File: src/rtl/uart_tx_fifo.sv
// Byte FIFO between a host write port and a UART transmitter.
// A four-state drain FSM hands one byte per UART load and waits out the transmit handshake.
module uart_tx_fifo #(
  parameter int DEPTH = 16,
  parameter int AW    = 4
) (
  input  logic          clk,
  input  logic          rst,
  input  logic          wr_en,
  input  logic [7:0]    wr_data,
  input  logic          clr_ovf,
  input  logic          txrdy,
  output logic          uart_write,
  output logic [7:0]    uart_data,
  output logic          full,
  output logic          empty,
  output logic [AW:0]   count,
  output logic          ovf
);

  // state     | meaning
  // IDLE      | wait for a stored byte and an idle transmitter
  // LOAD      | uart_write pulse, byte popped on this edge
  // WAIT_BUSY | wait for the UART to report busy, bounded by busy_tmr
  // WAIT_DONE | wait for the UART to return to idle
  typedef enum logic [1:0] {IDLE, LOAD, WAIT_BUSY, WAIT_DONE} state_t;

  localparam logic [AW:0] FULL_CNT = (AW+1)'(DEPTH);
  localparam logic [1:0]  BUSY_TMO = 2'd3;

  state_t        state, state_nxt;
  logic [7:0]    mem [DEPTH];
  logic [AW-1:0] wptr, rptr;
  logic [1:0]    busy_tmr;
  logic          push, pop, drop;

  assign full  = (count == FULL_CNT);
  assign empty = (count == '0);
  assign push  = wr_en & ~full;
  assign drop  = wr_en & full;
  assign pop   = (state == LOAD);

  always_ff @(posedge clk) begin
    if (push) mem[wptr] <= wr_data;
  end

  always_ff @(posedge clk) begin
    if (rst) begin
      wptr  <= '0;
      rptr  <= '0;
      count <= '0;
    end else begin
      if (push) wptr <= wptr + AW'(1);
      if (pop)  rptr <= rptr + AW'(1);
      case ({push, pop})
        2'b10:   count <= count + (AW+1)'(1);
        2'b01:   count <= count - (AW+1)'(1);
        default: count <= count;
      endcase
    end
  end

  // A dropped write outranks a clear in the same cycle.
  always_ff @(posedge clk) begin
    if (rst)          ovf <= 1'b0;
    else if (drop)    ovf <= 1'b1;
    else if (clr_ovf) ovf <= 1'b0;
  end

  always_ff @(posedge clk) begin
    if (rst) state <= IDLE;
    else     state <= state_nxt;
  end

  always_comb begin
    state_nxt = state;
    case (state)
      IDLE:      if (!empty && txrdy) state_nxt = LOAD;
      LOAD:      state_nxt = WAIT_BUSY;
      WAIT_BUSY: begin
        if (!txrdy)              state_nxt = WAIT_DONE;
        else if (busy_tmr == '0) state_nxt = IDLE;
      end
      WAIT_DONE: if (txrdy) state_nxt = IDLE;
      default:   state_nxt = IDLE;
    endcase
  end

  // Loaded on LOAD so WAIT_BUSY lasts at most four cycles with txrdy still high.
  always_ff @(posedge clk) begin
    if (rst)                                      busy_tmr <= '0;
    else if (state == LOAD)                       busy_tmr <= BUSY_TMO;
    else if (state == WAIT_BUSY && busy_tmr != '0) busy_tmr <= busy_tmr - 2'd1;
  end

  always_ff @(posedge clk) begin
    if (rst) begin
      uart_write <= 1'b0;
      uart_data  <= 8'h00;
    end else begin
      uart_write <= (state_nxt == LOAD);
      if (state_nxt == LOAD) uart_data <= mem[rptr];
    end
  end

endmodule
File: config.mk
export PLATFORM = sky130hd
export DESIGN_NAME = uart_tx_fifo
export DESIGN_NICKNAME = d
export VERILOG_FILES = /design/src/rtl/uart_tx_fifo.sv
export SDC_FILE = /design/constraint.sdc
export NUM_CORES = 1
export LEC_CHECK = 0
export CELL_PAD_IN_SITES_DETAIL_PLACEMENT = 0
export CELL_PAD_IN_SITES_GLOBAL_PLACEMENT = 1
export CORE_MARGIN = 5
export CORE_UTILIZATION = 50
export CTS_BUF_LIST = sky130_fd_sc_hd__clkbuf_16
export DETAILED_ROUTE_END_ITERATION = 6
export PLACE_DENSITY = 0.8
export REMOVE_ABC_BUFFERS = 1
export SETUP_SLACK_MARGIN = 0.3
export SLEW_MARGIN = 25
export SYNTH_ARGS = -nofsm -noshare
export SYNTH_HDL_FRONTEND = slang
export SYNTH_SLANG_ARGS = --single-unit
File: constraint.sdc
create_clock -name clk -period 4.12 [get_ports clk]
set_input_delay 0.618 -clock clk [delete_from_list [all_inputs] [get_ports clk]]
set_output_delay 0.618 -clock clk [all_outputs]
set_load 0.05 [all_outputs]
==> results.toml, run 1 <==
[timing]
finClkSkew_ns = 0.0111
rsz0062_at_grt = "false"
report.final.slew_viol_count = 0
finalHoldViolCount = 0
worstMarginPinSlew_ns = 0.959
relSlewSlack = 0.361
period_share = 0.724
finalSetupViolations = 0
tns_ns = 0
clock.fmax_mhz = 335
min_period_ns = 2.98

[clock_network]
cts_num_sinks = 155
htreeDepth = 4
hold_buffers = 0
cts.path.max_buffers = 2
post_cts_resized = 0
post_cts_buffers = 0
clk_pin_slew_ns = 0.06
cts-buffers-inserted = 17
clk-insertion-delay-late_ns = 0.42
cts_tree = "built"
clockRootBuffer = "clkbuf_16"

[placement]
dp_cells = 594
portBuffers = 29
gp_routability_congestion = 0.819
hpwl_um = 7900

[synthesis]
synth_top_family_by_area = "multiplexers"
ys_seq_elements = 155
synth.avg_cell_area_um2 = 15.0
seq_area_frac_synth = 0.700
synthMuxAreaShare = 0.111
syn_inst = 418
synth-simple-area-share = 0.0665
synthAdderAreaFrac = 0.0180
synthDistinctLibCells = 41
ys_warn_count = 0
synth-compound-area-share = 0.0643
synth_edf_count = 128
synth_xor_area_frac = 0.0140
synth-main-ff-cell = "edfxtp_1"
synthArstFlopShare = 0
syn_area_um2 = 6260

[global_routing]
grt.total_usage = 0.180
grt_pass1_vias = 3444
overflow = 0
antenna_found_initial = 0
grt_max_degree = 56
grt_pass1_wl_um = 19300

[finish]
final_cells = 626
seqCellArea_um2 = 4390
layout_common_cells = "edfxtp_1, mux2i_1, nor2_1"
fillers = 935
areaGrowthSynthToFinish_pct = 15.4
multiInputGateArea_um2 = 1710
drive_gt1_frac = 0.0830
diodes = 0
utilization = 0.595
nets = 467
layout_commonest_cell = "edfxtp_1"

[die]
core_area_um2 = 12200
rows = 40
die_h_um = 122
start_util = 0.515
die_w_um = 122
io_pins = 30
die-area_um2 = 14900

[setup_path]
worstReg2RegStart = "count[2]$_SDFFE_PP0P_"
arrival_ns = 3.29
worst_r2r_path_depth = 10
cp-end-kind = "flip-flop"
worstPathRequired_ns = 4.43
crit_path_start_kind = "flip-flop"
worstReg2RegEnd = "count[4]$_SDFFE_PP0P_"
setup.worst_path.start = "count[2]$_SDFFE_PP0P_"
critical_path_class = "flip-flop to flip-flop"
ff2ff_setup_slack_ns = 1.14
cp_max_fo = 11

[detailed_routing]
ant_nets = 0
firstDrtPassIters = 4
post-route-drc-count = 0
vias = 3471
via_per_inst = 5.54
totalWireLength_um = 12200
dr.first_iter.drc_count = 297
drt-wirelength-per-cell_um = 19.5

[flow_run]
cap_violations = 0

[power_and_ir_drop]
p_seq_frac = 0.460
power_mw = 4.05
power_density_nw_per_um2 = 560
ir_drop_mv = 0.396
switching_share = 0.272
power.internal_mw = 2.95
comb_power_share = 0.178
clkPwrFrac = 0.361
leakage_nw = 2.29
power_switching_mw = 1.10

[hold_path]
whs_endpoint = "uart_data[5]$_SDFFE_PP0P_"
min_path_cells = 1
hp-start = "uart_data[5]$_SDFFE_PP0P_"
hp-class = "flip-flop to flip-flop"

[run_status]
status = "complete, no violations"
==> critical path: stages, from the launching register on <==
cell and delay [ns]:
dfxtp_1 0.40, or4_4 0.57, o21a_1 0.27, inv_1 0.11, ha_1 0.32, xor2_1 0.12
ha_1 0.20, a21oi_1 0.23, a32oi_1 0.14, a31oi_1 0.17, mux2_2 0.34
==> cell families (layout without fill, tap and decap cells) <==
family / Yosys count / count (layout)
buffers and inverters: 34 / 74
and+or+nand+nor: 81 / 81
adders and majority gates: 9 / 9
xor gates and xnor gates: 10 / 10
AOI/OAI and AO/OA: 60 / 60
DFF: 155 / 155
muxes: 69 / 69
==> layout make-up <==
cell class / instances / share of cell area
sequential: 155 / 0.607
multi-input combinational: 229 / 0.237
clock buffer: 18 / 0.0623
timing repair buffer: 34 / 0.0453
tap: 168 / 0.0291
clock inverter: 14 / 0.0154
inverter: 8 / 0.00415
==> synth_stat cells, types with 2 or more instances <==
| cell type | n | area (um^2) |
|---|---|---|
| o211ai_2 | 2 | 25.0 |
| buf_1 | 2 | 7.51 |
| ha_1 | 9 | 113 |
| nand3b_1 | 4 | 30.0 |
| o21ai_0 | 3 | 15.0 |
| or2_2 | 2 | 12.5 |
| xnor2_1 | 3 | 26.3 |
| inv_1 | 8 | 30.0 |
| nand2b_1 | 3 | 18.8 |
| nor2b_1 | 4 | 25.0 |
| o22ai_1 | 33 | 206 |
| mux2_2 | 2 | 22.5 |
| nor2_1 | 37 | 139 |
| or3_1 | 2 | 12.5 |
| a21oi_1 | 7 | 35.0 |
| edfxtp_1 | 128 | 3840 |
| nor4_1 | 8 | 50.1 |
| a31oi_1 | 2 | 12.5 |
| xor2_1 | 7 | 61.3 |
| nand2_1 | 5 | 18.8 |
| dfxtp_1 | 27 | 541 |
| buf_2 | 10 | 50.1 |
| clkbuf_1 | 10 | 37.5 |
| mux2i_1 | 67 | 671 |
| buf_6 | 3 | 33.8 |
| o2bb2ai_1 | 8 | 70.1 |
| or3b_2 | 3 | 26.3 |
| nor3_1 | 6 | 30.0 |
==> power by group through the flow <==
stage                     Combinational (mW)  Sequential [mW]  Clock [mW]
after floorplan                        0.339             2.03           0
after global placement                 0.722             1.89           0
after detailed placement               0.729             1.89           0
after CTS                              0.732             1.86        1.48
after global routing                   0.786             1.88        1.57
final                                  0.722             1.86        1.46
==> metal layers <==
| layer | up-vias | global-route usage | routed length, um |
|---|---|---|---|
| met5 | - | 0 | 0 |
| met4 | 0 | 0.0602 | 154 |
| met3 | 13 | 0.0511 | 760 |
| met2 | 105 | 0.292 | 6090 |
| met1 | 1698 | 0.234 | 5230 |
| li1 | 1655 | - | - |
==> how the worst max path moves through the flow <==
stage / slack [ns] / depth (start not counted) / endpoint
finish: 1.14 / 10 / count[4]$_SDFFE_PP0P_
global route: 0.87 / 10 / count[4]$_SDFFE_PP0P_
CTS: 1.11 / 3 / full
detailed placement: 0.89 / 10 / count[4]$_SDFFE_PP0P_
global placement: 0.97 / 10 / count[4]$_SDFFE_PP0P_
floorplan: 0.91 / 4 / uart_data[0]$_SDFFE_PP0P_
==> sequential cells by signal (all words and copies together) (netlist names) <==
| name | flops |
|---|---|
| uart_data | 8 |
| ovf | 1 |
| uart_write | 1 |
| state | 2 |
| count | 5 |
| wptr | 4 |
| rptr | 4 |
| busy_tmr | 2 |
| mem | 128 |
==> metrics by stage <==
stage	area, um^2	hold WS [ns]	worst slack (ns)
global route	7230	0.473	0.874
detailed placement	6670	0.445	0.890
CTS	7230	0.463	1.11
finish	7230	0.457	1.14
global placement	6670	0.444	0.971
floorplan	6130	0.481	0.915
Power figures use the tool's default switching activity.
==> run 2, diff against run 1 <==
clock period = 2.94 ns   (was 4.12 ns; I/O delays follow)
==> run 2 against run 1 <==
Against the previous run:
- clock skew decreased by 0.0034 ns
- sequential share of layout area down 1.7 points
- fmax rose by 15%
- largest cell class unchanged
- critical endpoint unchanged
- via count is 2.3% higher
- core utilization increased by 1.8 points
==> results.toml, run 2 (synthesis gave the netlist of run 1 again) <==
[run_status]
status = "complete, no violations"

[finish]
layout_commonest_cell = "edfxtp_1"
areaGrowthSynthToFinish_pct = 19.0
top_register = "mem"
diodes = 0
multiInputGateArea_um2 = 1730
fillers = 924
largest_reg_flops = 128
drive_gt1_frac = 0.152
seqCellArea_um2 = 4390
layout_common_cells = "edfxtp_1, mux2i_1, nor2_1"
top_regs = "mem: 128 flops, uart_data: 8 flops, count: 5 flops"
nets = 489
utilization = 0.613
final_cells = 648

[detailed_routing]
post-route-drc-count = 0
totalWireLength_um = 12700
firstDrtPassIters = 4
via_per_inst = 5.48
vias = 3550
ant_nets = 0
drt-wirelength-per-cell_um = 19.6
dr.first_iter.drc_count = 270

[clock_network]
cts-buffers-inserted = 17
clk_pin_slew_ns = 0.06
cts_num_sinks = 155
clk-insertion-delay-late_ns = 0.42
cts_tree = "built"
clockRootBuffer = "clkbuf_16"
hold_buffers = 0
cts.path.max_buffers = 2
htreeDepth = 4

[power_and_ir_drop]
ir_drop_mv = 0.617
leakage_nw = 2.43
power_density_nw_per_um2 = 777
power_mw = 5.79

[timing]
finalSetupViolations = 0
relSlewSlack = 0.589
worstMarginPinSlew_ns = 0.614
report.final.slew_viol_count = 0
finalHoldViolCount = 0
period_share = 0.884
rsz0062_at_grt = "true"
min_period_ns = 2.60
tns_ns = 0
finClkSkew_ns = 0.00769
finalWorstSetupSlack_ns = 0.342
clock.fmax_mhz = 385

[global_routing]
antenna_found_initial = 0
grt.total_usage = 0.185
grt_max_degree = 35
grt_pass1_vias = 3641
overflow = 0
grt_pass1_wl_um = 20000

[setup_path]
worstPathRequired_ns = 3.25
cp-end-kind = "flip-flop"
arrival_ns = 2.91
worstReg2RegStart = "count[1]$_SDFFE_PP0P_"
critical_path_class = "flip-flop to flip-flop"
cp_max_fo = 5
crit_path_start_kind = "flip-flop"
setup.worst_path.start = "count[1]$_SDFFE_PP0P_"

[placement]
gp_routability_congestion = 0.791
pre_cts_ws_ns = 0.189
portBuffers = 29
dp_cells = 612
hpwl_um = 8260

[die]
die_w_um = 122
start_util = 0.515
die-area_um2 = 14900
io_pins = 30
rows = 40
die_h_um = 122
core_area_um2 = 12200

[flow_run]
cap_violations = 0

[hold_path]
hp-class = "flip-flop to flip-flop"
hp-start = "uart_data[6]$_SDFFE_PP0P_"
run 2: cell types whose count changed in the layout (fill, tap and decap cells not counted), sizes merged, moves of 2 or more:
cell           previous run  this run
clkdlybuf4s50            29        27
buf                       5        27
clkbuf                   18        21
bufinv                    2         0
clkinv                    8         6
run 2: worst paths after layout:
| check | end | slack [ns] | cells after the start |
|---|---|---|---|
| setup / recovery | count[4]$_SDFFE_PP0P_ | 0.34 | 10 |
| hold / removal | uart_data[6]$_SDFFE_PP0P_ | 0.46 | 1 |
| setup reg to reg | count[4]$_SDFFE_PP0P_ | 0.34 | 10 |
| hold reg to reg | uart_data[6]$_SDFFE_PP0P_ | 0.46 | 1 |
run 2: area by class of cell:
type | instances | share of cell area
sequential | 155 | 0.589
multi-input combinational | 229 | 0.232
clock buffer | 21 | 0.0705
timing repair buffer | 56 | 0.0677
tap | 168 | 0.0282
clock inverter | 11 | 0.00789
inverter | 8 | 0.00403
run 2: report_power, final:
part           switching [mW]  internal (mW)  total, mW  leakage, nW
Combinational           0.695          0.408       1.10        0.745
Sequential              0.104           2.51       2.61         1.38
Clock                   0.814           1.27       2.08        0.304
run 2: repair_timing:
action | CTS | global route
endpoints found under the setup margin | 3 | 3
setup buffers | 1 | 3
pin swaps | 1 | 4
resized for setup | 3 | 8
run 2: routing by layer:
layer	vias to the layer above	GRT usage	wire length, um
met5	-	0	0
met3	24	0.0376	620
met4	0	0.0805	242
li1	1697	-	-
met2	78	0.306	6410
met1	1751	0.238	5410
run 2: per-stage QoR:
| stage | instance area [um^2] | hold WS [ns] |
|---|---|---|
| after CTS | 7410 | 0.464 |
| after global placement | 6820 | 0.446 |
| final | 7450 | 0.462 |
| after floorplan | 6130 | 0.481 |
| after global routing | 7450 | 0.477 |
| after detailed placement | 6820 | 0.446 |
run 2: worst max-delay path: stages (launching register included):
cell	delay, ns
dfxtp_4	0.35
or4_4	0.53
o21a_1	0.23
inv_2	0.08
ha_4	0.14
xor2_1	0.16
ha_2	0.21
a21oi_2	0.05
nand4b_1	0.18
a31oi_1	0.20
mux2_2	0.35
==> run 3, diff against run 2 <==
HOLD_SLACK_MARGIN = 0.15   (was not set)
==> results of run 3 <==
Same layout as run 2: the final DEF is identical, and so are final timing and power.
